**config.mk**
```make
export PLATFORM = sky130hd
export DESIGN_NAME = go_sync_n
export DESIGN_NICKNAME = d
export VERILOG_FILES = /design/src/rtl/go_sync_n.sv
export SDC_FILE = /design/constraint.sdc
export NUM_CORES = 1
export LEC_CHECK = 0
export ABC_AREA = 1
export ABC_CLOCK_PERIOD_IN_PS = 4990
export BUFFER_PORTS_ARGS = -buffer_cell sky130_fd_sc_hd__buf_2
export CAP_MARGIN = 20
export CORE_MARGIN = 8
export CORE_UTILIZATION = 50
export CTS_CLUSTER_SIZE = 30
export DETAILED_ROUTE_END_ITERATION = 16
export MAX_ROUTING_LAYER = met4
export PLACE_DENSITY = 0.7
export SLEW_MARGIN = 30
export SYNTH_ARGS = -nofsm -noshare
export SYNTH_HDL_FRONTEND = slang
export SYNTH_SLANG_ARGS = --single-unit
```
**constraint.sdc**
```tcl
create_clock -name clk -period 4.99 [get_ports clk]
set_input_delay 0.2495 -clock clk [delete_from_list [all_inputs] [get_ports clk]]
set_output_delay 0.2495 -clock clk [all_outputs]
set_load 0.02 [all_outputs]
```
**src/rtl/go_sync_n.sv**
```systemverilog
// go_sync_n: clocked iteration controller for a 4-phase handshake ring.
// It takes one handshake on the outer channel (lr/la). It then runs a
// run-time programmed number of handshakes on the inner channel (rr/ra).
// While it does so it provides the iteration index, a last-iteration flag
// and a one-cycle capture strobe.
// Optional feature macro: GO_SYNC_ABORT_EN adds the abort input and the
// aborted output. An abort ends the transaction early, but only after the
// inner handshake in progress has completed.
module go_sync_n #(
    parameter int CNT_W = 7,
    parameter int SYNC  = 2
) (
    input  logic             clk,
    input  logic             rst_,
    input  logic             lr,
    output logic             la,
    input  logic [CNT_W-1:0] iters,
    output logic             rr,
    input  logic             ra,
    output logic [CNT_W-1:0] idx,
    output logic             last,
    output logic             ck
`ifdef GO_SYNC_ABORT_EN
    ,
    input  logic             abort,
    output logic             aborted
`endif
);

    localparam logic [CNT_W-1:0] ONE = CNT_W'(1'b1);

`ifdef GO_SYNC_ABORT_EN
    localparam int NIN = 3;
`else
    localparam int NIN = 2;
`endif

    typedef enum logic [1:0] {
        ST_IDLE = 2'd0,
        ST_REQ  = 2'd1,
        ST_RTZ  = 2'd2,
        ST_ACK  = 2'd3
    } state_t;

    // Raw asynchronous inputs gathered so one synchroniser chain serves all.
    logic [NIN-1:0] in_raw_s;
    logic [NIN-1:0] in_sync_s;
    logic           lr_s;
    logic           ra_s;
    logic           abort_s;

`ifdef GO_SYNC_ABORT_EN
    assign in_raw_s = {abort, ra, lr};
    assign abort_s  = in_sync_s[2];
`else
    assign in_raw_s = {ra, lr};
    assign abort_s  = 1'b0;
`endif
    assign lr_s = in_sync_s[0];
    assign ra_s = in_sync_s[1];

    generate
        if (SYNC == 0) begin : g_nosync
            assign in_sync_s = in_raw_s;
        end else begin : g_sync
            logic [NIN-1:0] sync_r [SYNC];

            // Shift each input through SYNC flops so it is resolved before use.
            always_ff @(posedge clk or negedge rst_) begin
                if (!rst_) begin
                    for (int i = 0; i < SYNC; i++) begin
                        sync_r[i] <= '0;
                    end
                end else begin
                    sync_r[0] <= in_raw_s;
                    for (int i = 1; i < SYNC; i++) begin
                        sync_r[i] <= sync_r[i-1];
                    end
                end
            end

            assign in_sync_s = sync_r[SYNC-1];
        end
    endgenerate

    state_t           state_r, state_nx_s;
    logic [CNT_W-1:0] lim_r, lim_nx_s;
    logic [CNT_W-1:0] idx_r, idx_nx_s;
    logic             la_r, la_nx_s;
    logic             rr_r, rr_nx_s;
    logic             ck_r, ck_nx_s;
    logic             last_r, last_nx_s;
    logic             abort_pend_r, abort_pend_nx_s;
    logic             aborted_r, aborted_nx_s;

    logic [CNT_W-1:0] lim_m1_s;
    logic [CNT_W-1:0] idx_inc_s;
    logic             abort_hit_s;

    assign lim_m1_s    = lim_r - ONE;
    assign idx_inc_s   = idx_r + ONE;
    assign abort_hit_s = abort_pend_r | abort_s;

    // Next-state and next-output decode; every output is a registered value.
    always_comb begin
        state_nx_s      = state_r;
        lim_nx_s        = lim_r;
        idx_nx_s        = idx_r;
        la_nx_s         = la_r;
        rr_nx_s         = rr_r;
        ck_nx_s         = 1'b0;
        last_nx_s       = last_r;
        abort_pend_nx_s = abort_pend_r;
        aborted_nx_s    = aborted_r;
        case (state_r)
            ST_IDLE: begin
                if (lr_s) begin
                    lim_nx_s = iters;
                    idx_nx_s = '0;
                    if (iters == '0) begin
                        la_nx_s    = 1'b1;
                        state_nx_s = ST_ACK;
                    end else begin
                        rr_nx_s    = 1'b1;
                        last_nx_s  = (iters == ONE);
                        state_nx_s = ST_REQ;
                    end
                end else begin
                    state_nx_s = ST_IDLE;
                end
            end
            ST_REQ: begin
                abort_pend_nx_s = abort_hit_s;
                if (ra_s) begin
                    rr_nx_s    = 1'b0;
                    ck_nx_s    = 1'b1;
                    state_nx_s = ST_RTZ;
                end else begin
                    state_nx_s = ST_REQ;
                end
            end
            ST_RTZ: begin
                abort_pend_nx_s = abort_hit_s;
                if (!ra_s) begin
                    // The handshake is back at zero; finish or start the next one.
                    if ((idx_r == lim_m1_s) || abort_hit_s) begin
                        la_nx_s         = 1'b1;
                        last_nx_s       = 1'b0;
                        aborted_nx_s    = abort_hit_s;
                        abort_pend_nx_s = 1'b0;
                        state_nx_s      = ST_ACK;
                    end else begin
                        idx_nx_s   = idx_inc_s;
                        last_nx_s  = (idx_inc_s == lim_m1_s);
                        rr_nx_s    = 1'b1;
                        state_nx_s = ST_REQ;
                    end
                end else begin
                    state_nx_s = ST_RTZ;
                end
            end
            ST_ACK: begin
                if (!lr_s) begin
                    la_nx_s      = 1'b0;
                    idx_nx_s     = '0;
                    aborted_nx_s = 1'b0;
                    state_nx_s   = ST_IDLE;
                end else begin
                    state_nx_s = ST_ACK;
                end
            end
            default: begin
                state_nx_s      = ST_IDLE;
                la_nx_s         = 1'b0;
                rr_nx_s         = 1'b0;
                last_nx_s       = 1'b0;
                idx_nx_s        = '0;
                abort_pend_nx_s = 1'b0;
                aborted_nx_s    = 1'b0;
            end
        endcase
    end

    // State and output registers. Reset abandons any transaction in flight.
    always_ff @(posedge clk or negedge rst_) begin
        if (!rst_) begin
            state_r      <= ST_IDLE;
            lim_r        <= '0;
            idx_r        <= '0;
            la_r         <= 1'b0;
            rr_r         <= 1'b0;
            ck_r         <= 1'b0;
            last_r       <= 1'b0;
            abort_pend_r <= 1'b0;
            aborted_r    <= 1'b0;
        end else begin
            state_r      <= state_nx_s;
            lim_r        <= lim_nx_s;
            idx_r        <= idx_nx_s;
            la_r         <= la_nx_s;
            rr_r         <= rr_nx_s;
            ck_r         <= ck_nx_s;
            last_r       <= last_nx_s;
            abort_pend_r <= abort_pend_nx_s;
            aborted_r    <= aborted_nx_s;
        end
    end

    assign la   = la_r;
    assign rr   = rr_r;
    assign ck   = ck_r;
    assign last = last_r;
    assign idx  = idx_r;
`ifdef GO_SYNC_ABORT_EN
    assign aborted = aborted_r;
`endif

endmodule

```
# Word-level counts from Yosys, hierarchy flattened
# Cells that the tools add are included.
# totals
mem_bits_rw,0
in_bits,11
output_inout_bits,11
romBits,0
latchBits,0
register_bits,24
n_memories,0
# op_classes
bitwise_logic,0
n_lt_le_gt_ge,0
eq_ne,14
multipliers,0
n_div,0
add_sub_neg,2
reduce_logical,10
shifts,0
n_mux,31
# op_table
op,count
$mux 7,4
$pmux 7 s3,1
$mux 1,16
$ne 2x2->1 const B,8
$eq 7x7->1,2
$mux 2,6
$reduce_and 6->1,2
$pmux 2 s4,1
$add 7x1->7 const B,1
$eq 7x1->1 const B,1
$logic_not 7->1,1
$sub 7x1->7 const B,1
$pmux 1 s3,2
$reduce_bool 3->1,2
$reduce_and 5->1,1
$eq 2x2->1 const B,2
$reduce_and 4->1,1
$eq 2x1->1 const B,1
$logic_not 2->1,1
$pmux 1 s2,1
$reduce_and 2->1,1
$reduce_bool 2->1,1

# Logic depth before layout (Yosys ltp)
# depth
depth_word,5
depth_mapped,15
depth_no_buf,15

# Worst setup path after synthesis
# OpenSTA, ideal clock, no wires.
# synth_path
kind,register to register
from,register lim_r[0]
to,register la_r (netlist: la)
arrival_time_ps,1612
setup_slack_ps,3261
setup_ps,117
path_stages_with_launch,15
n_path_buf,0
cell_sequence,dfrtp_1 -> inv_2 -> ha_1 -> nand2_1 -> inv_1 -> nor2_1 -> nand2_1 -> nor2_2 -> nand3_2 -> nor2_4 -> nand2_2 -> nand2_2 -> nand2_1 -> nand2_1 -> nand2_1
# synth_between
elab_chain_len,4
# synth_lines
item,line_no,rtl
from (decl),87,"logic [CNT_W-1:0] lim_r, lim_nx_s;"
from (signal assigned),198,lim_r <= lim_nx_s;
$sub 7x1->7,100,assign lim_m1_s = lim_r - ONE;
$eq 7x7->1,146,if ((idx_r == lim_m1_s) || abort_hit_s) begin
$ne 2x2->1 (no source line),-,
$reduce_and 6->1 (no source line),-,
to (signal assigned),200,la_r <= la_nx_s;
to (decl),89,"logic la_r, la_nx_s;"
# No other way between the ends.
# A chain may end at the register's enable or synchronous reset.

# Final worst setup path
# Same ends and word-level chain as after synthesis.

==> metrics.md <==
| Metric | Value |
|---|---|
| Util after Layout | `58.40%` |
| Pre-Repair DR Iteration Count | `4` |
| EDFF count, synth | `0` |
| Drt wl/cell | `about 11 µm` |
| Net Sw Frac | `roughly half` |
| Final setup vio count | `0` |
| Violation count after the first detailed-route iteration | `58` |
| Routability cong. | `roughly 0.81` |
| PD cells | `508.4 nW/µm²` |
| Worst Setup Start Kind | `flop` |
| Core footprint | `between 3000 and 4000 µm²` |
| Tmin final | `slightly below 2 ns` |
| Ys async rst share | `100.0%` |
| Synth top area cells | `dfrtp_1, nand2_1, nand3_1` |
| Flop pwr share | `~36%` |
| CP endpoint kind | `flop` |
| NumNets Final | `approximately 270` |
| Post-synth top area cell | `dfrtp_1` |
| FILL cells | `about 320` |
| Hold WS | `about 0.033 ns` |
| IO Pins | `22` |
| Pre-CTS setup slack | `3.092 ns` |
| Synth top area share | `about 37%` |
| Synth Register Bits | `24` |
| Initial antenna violation count | `0` |
| CP Max Fanout | `7` |
| Post-Route WL | `~3400 µm` |
| Main flop type after synthesis | `dfrtp_1` |
| Ant diodes | `0` |
| Vias in the first global route | `1296` |
| Tcrit/Tclk final | `38.49%` |
| CTS tree | `built` |
| Worst IR drop on VDD | `~0.00026 V` |
| Tightest Hold Check Type | `in2reg` |
| Area delta synth->final | `10.47%` |
| Slew of the pin with the lowest slew margin | `~0.77 ns` |
| Chip Width | `72.82 µm` |
| Seq/Total Area, Yosys | `between 30% and 40%` |
| PortBufs | `21` |
| CP arrival | `~2.1 ns` |
| Final worst slack | `slightly above 3 ns` |
| Largest net degree at the start of global routing | `25` |
| Clk sinks | `24` |
| Root Buffer Master | `clkbuf_4` |
| Post-route cell area | `1783 µm²` |
| Status | `completed` |
| Fmax | `around 520 MHz` |
| Crit path kind | `reg2reg` |
| Die Y | `around 73 µm` |
| Lkg Pwr | `0.9732 nW` |
| Required @ worst endpoint | `approximately 5.2 ns` |
| Sw Pwr | `approximately 0.00044 W` |
| Final Hold Viols | `0` |
| Slew Limit Fails | `0` |
| Combinational Power Share | `between 50% and 60%` |
| Internal | `approximately 0.00046 W` |
| Synth Warn # | `0` |
| Rel. slew slack | `about half` |
| Setup tns final | `0 ns` |
| CTS clock-pin slew for the worst setup and hold paths | `between 0.1 and 0.15 ns` |
| Area of the mapped netlist | `around 1600 µm²` |
| Post-Syn Area per Cell | `roughly 6.8 µm²` |
| Via-to-Cell Ratio | `around 4.8` |
| Via count | `between 1000 and 1500` |
| DR DRC count | `0` |
| GRT Total Usage | `about 14%` |
| Cells after Synth | `238` |
| Final Skew | `slightly above 0.007 ns` |
| HPWL Detailed | `roughly 2700 µm` |
| Grt ovf | `0` |
| Commonest cells in the netlist | `nand2_1, inv_1, dfrtp_1` |
| Clock share of power | `9.3%` |
| MaxCap Viol Count | `0` |
| Most common cell in the synthesized netlist | `nand2_1` |
| Clock latency on the worst-skew pair | `about 0.31 ns` |
| First-pass GRT wire length | `about 5800 µm` |
| Total die area | `about 5300 µm²` |
| Clk buf depth | `2` |
| DP Area | `about 1800 µm²` |
| Row count | `20` |
| H-tree depth | `1` |
| RSZ-0062 raised after global routing | `false` |
| Starting density of the core | `52.87%` |
| Post-Syn Nets | `between 200 and 300` |
| Cts bufs inserted | `3` |
| Final ANT Viol Nets | `0` |
| Fraction of layout cells with a size suffix above 1 | `between 10% and 20%` |
| Distinct cells, synth | `25` |
-- worst max-delay path, stage by stage, from the launching register on --
cell,delay [ns]
dfrtp_1,0.44
inv_2,0.11
ha_1,0.27
inv_1,0.08
nand2_2,0.08
nand2_2,0.06
nand2_1,0.06
nand2_1,0.06
nor2_2,0.09
nand3_2,0.10
nor2_4,0.13
nand2_2,0.12
nand2_2,0.08
nand2_1,0.05
nand2_1,0.06
nand2_1,0.04
-- layer usage --
layer	wire, µm	global-route usage [%]	share of wire, %	up-vias
li1	-	-	-	793
met1	1615	17.96	47	636
met2	1591	22.17	46	31
met3	174	2.473	5.1	4
met4	42	4.667	1.2	0
met5	0	-	0	-
-- worst paths after layout --
path	slack [ns]	startpoint	cells after the start	to
max in group asynchronous	4.20	rst_	2	idx[0]$_DFFE_PN0P_
min in group asynchronous	0.43	rst_	2	lim_r[4]$_DFFE_PN0P_
worst max register to register	3.07	lim_r[0]$_DFFE_PN0P_	15	la$_DFFE_PN0P_
worst min register to register	0.37	g_sync.sync_r[2]$_DFF_PN0_	0	in_sync_s[0]$_DFF_PN0_
worst min-delay path	0.03	lr	1	g_sync.sync_r[2]$_DFF_PN0_
worst max-delay path	3.07	lim_r[0]$_DFFE_PN0P_	15	la$_DFFE_PN0P_
-- through the flow --
stage	instances	total power (W)
floorplan	238	0.0007296
global placement	299	0.0008255
detailed placement	299	0.0008323
CTS	303	0.0009168
global route	303	0.001003
finish	303	0.0009065
-- cell type report --
class                      instances  area [µm²]  area share [%]
multi-input combinational        179       873.3           48.98
timing repair buffer              22       115.1           6.456
tap                               44       55.05           3.088
clock buffer                       3       22.52           1.263
sequential                        24       600.6           33.68
inverter                          31       116.4           6.526
-- power by group through the flow --
stage | Clock (W) | Sequential [W] | Combinational [W]
2_1_floorplan | 0 | 0.000331 | 0.000399
3_3_place_gp | 0 | 0.000328 | 0.000498
3_5_place_dp | 0 | 0.000328 | 0.000504
4_1_cts | 0.0000868 | 0.000325 | 0.000505
5_1_grt | 0.0000938 | 0.000336 | 0.000573
6_report | 0.0000840 | 0.000324 | 0.000498
-- layout by cell type, fill, tap and decap left out --
master / synthesis / routed
nand2_1: 86 / 86
inv_1: 28 / 28
dfrtp_1: 24 / 24
nand3_1: 23 / 23
buf_2: 1 / 21
nor2_1: 19 / 19
nand4_1: 10 / 10
nor2_2: 6 / 6
nand2_2: 6 / 6
o21ai_0: 6 / 6
a21oi_1: 4 / 4
inv_2: 3 / 3
xor2_1: 3 / 3
nor3_1: 3 / 3
clkbuf_4: 0 / 3
nand3_2: 2 / 2
nor2_4: 2 / 2
xnor2_1: 2 / 2
ha_1: 2 / 2
nand3_4: 1 / 1
nand2_4: 1 / 1
o21a_1: 1 / 1
or2_2: 1 / 1
a21boi_1: 1 / 1
dlygate4sd3_1: 0 / 1
-- registers in the layout (all words and copies together), names as in the netlist --
register and count:
la 1, ck 1, idx 7, rr 1
lim_r 7, last 1, g_sync.sync_r 2, in_sync_s 2
state_r 2
-- timing repair --
action | CTS | global route
hold buffers | 1 | 0
endpoints found under the hold margin | 24 | 0
setup buffers | 0 | 0
gates resized for setup | 0 | 0
setup endpoints to repair | 0 | 0
-- cell families after synthesis --
logic type	synth area share, %
AO/OA/AOI/OAI	4.031
XOR/XNOR	2.714
adder cells (fa/ha/maj)	1.550
buffers and inverters	8.681
flip-flops	37.21
AND/OR/NAND/NOR	45.81
Power figures use the tool's default switching activity.
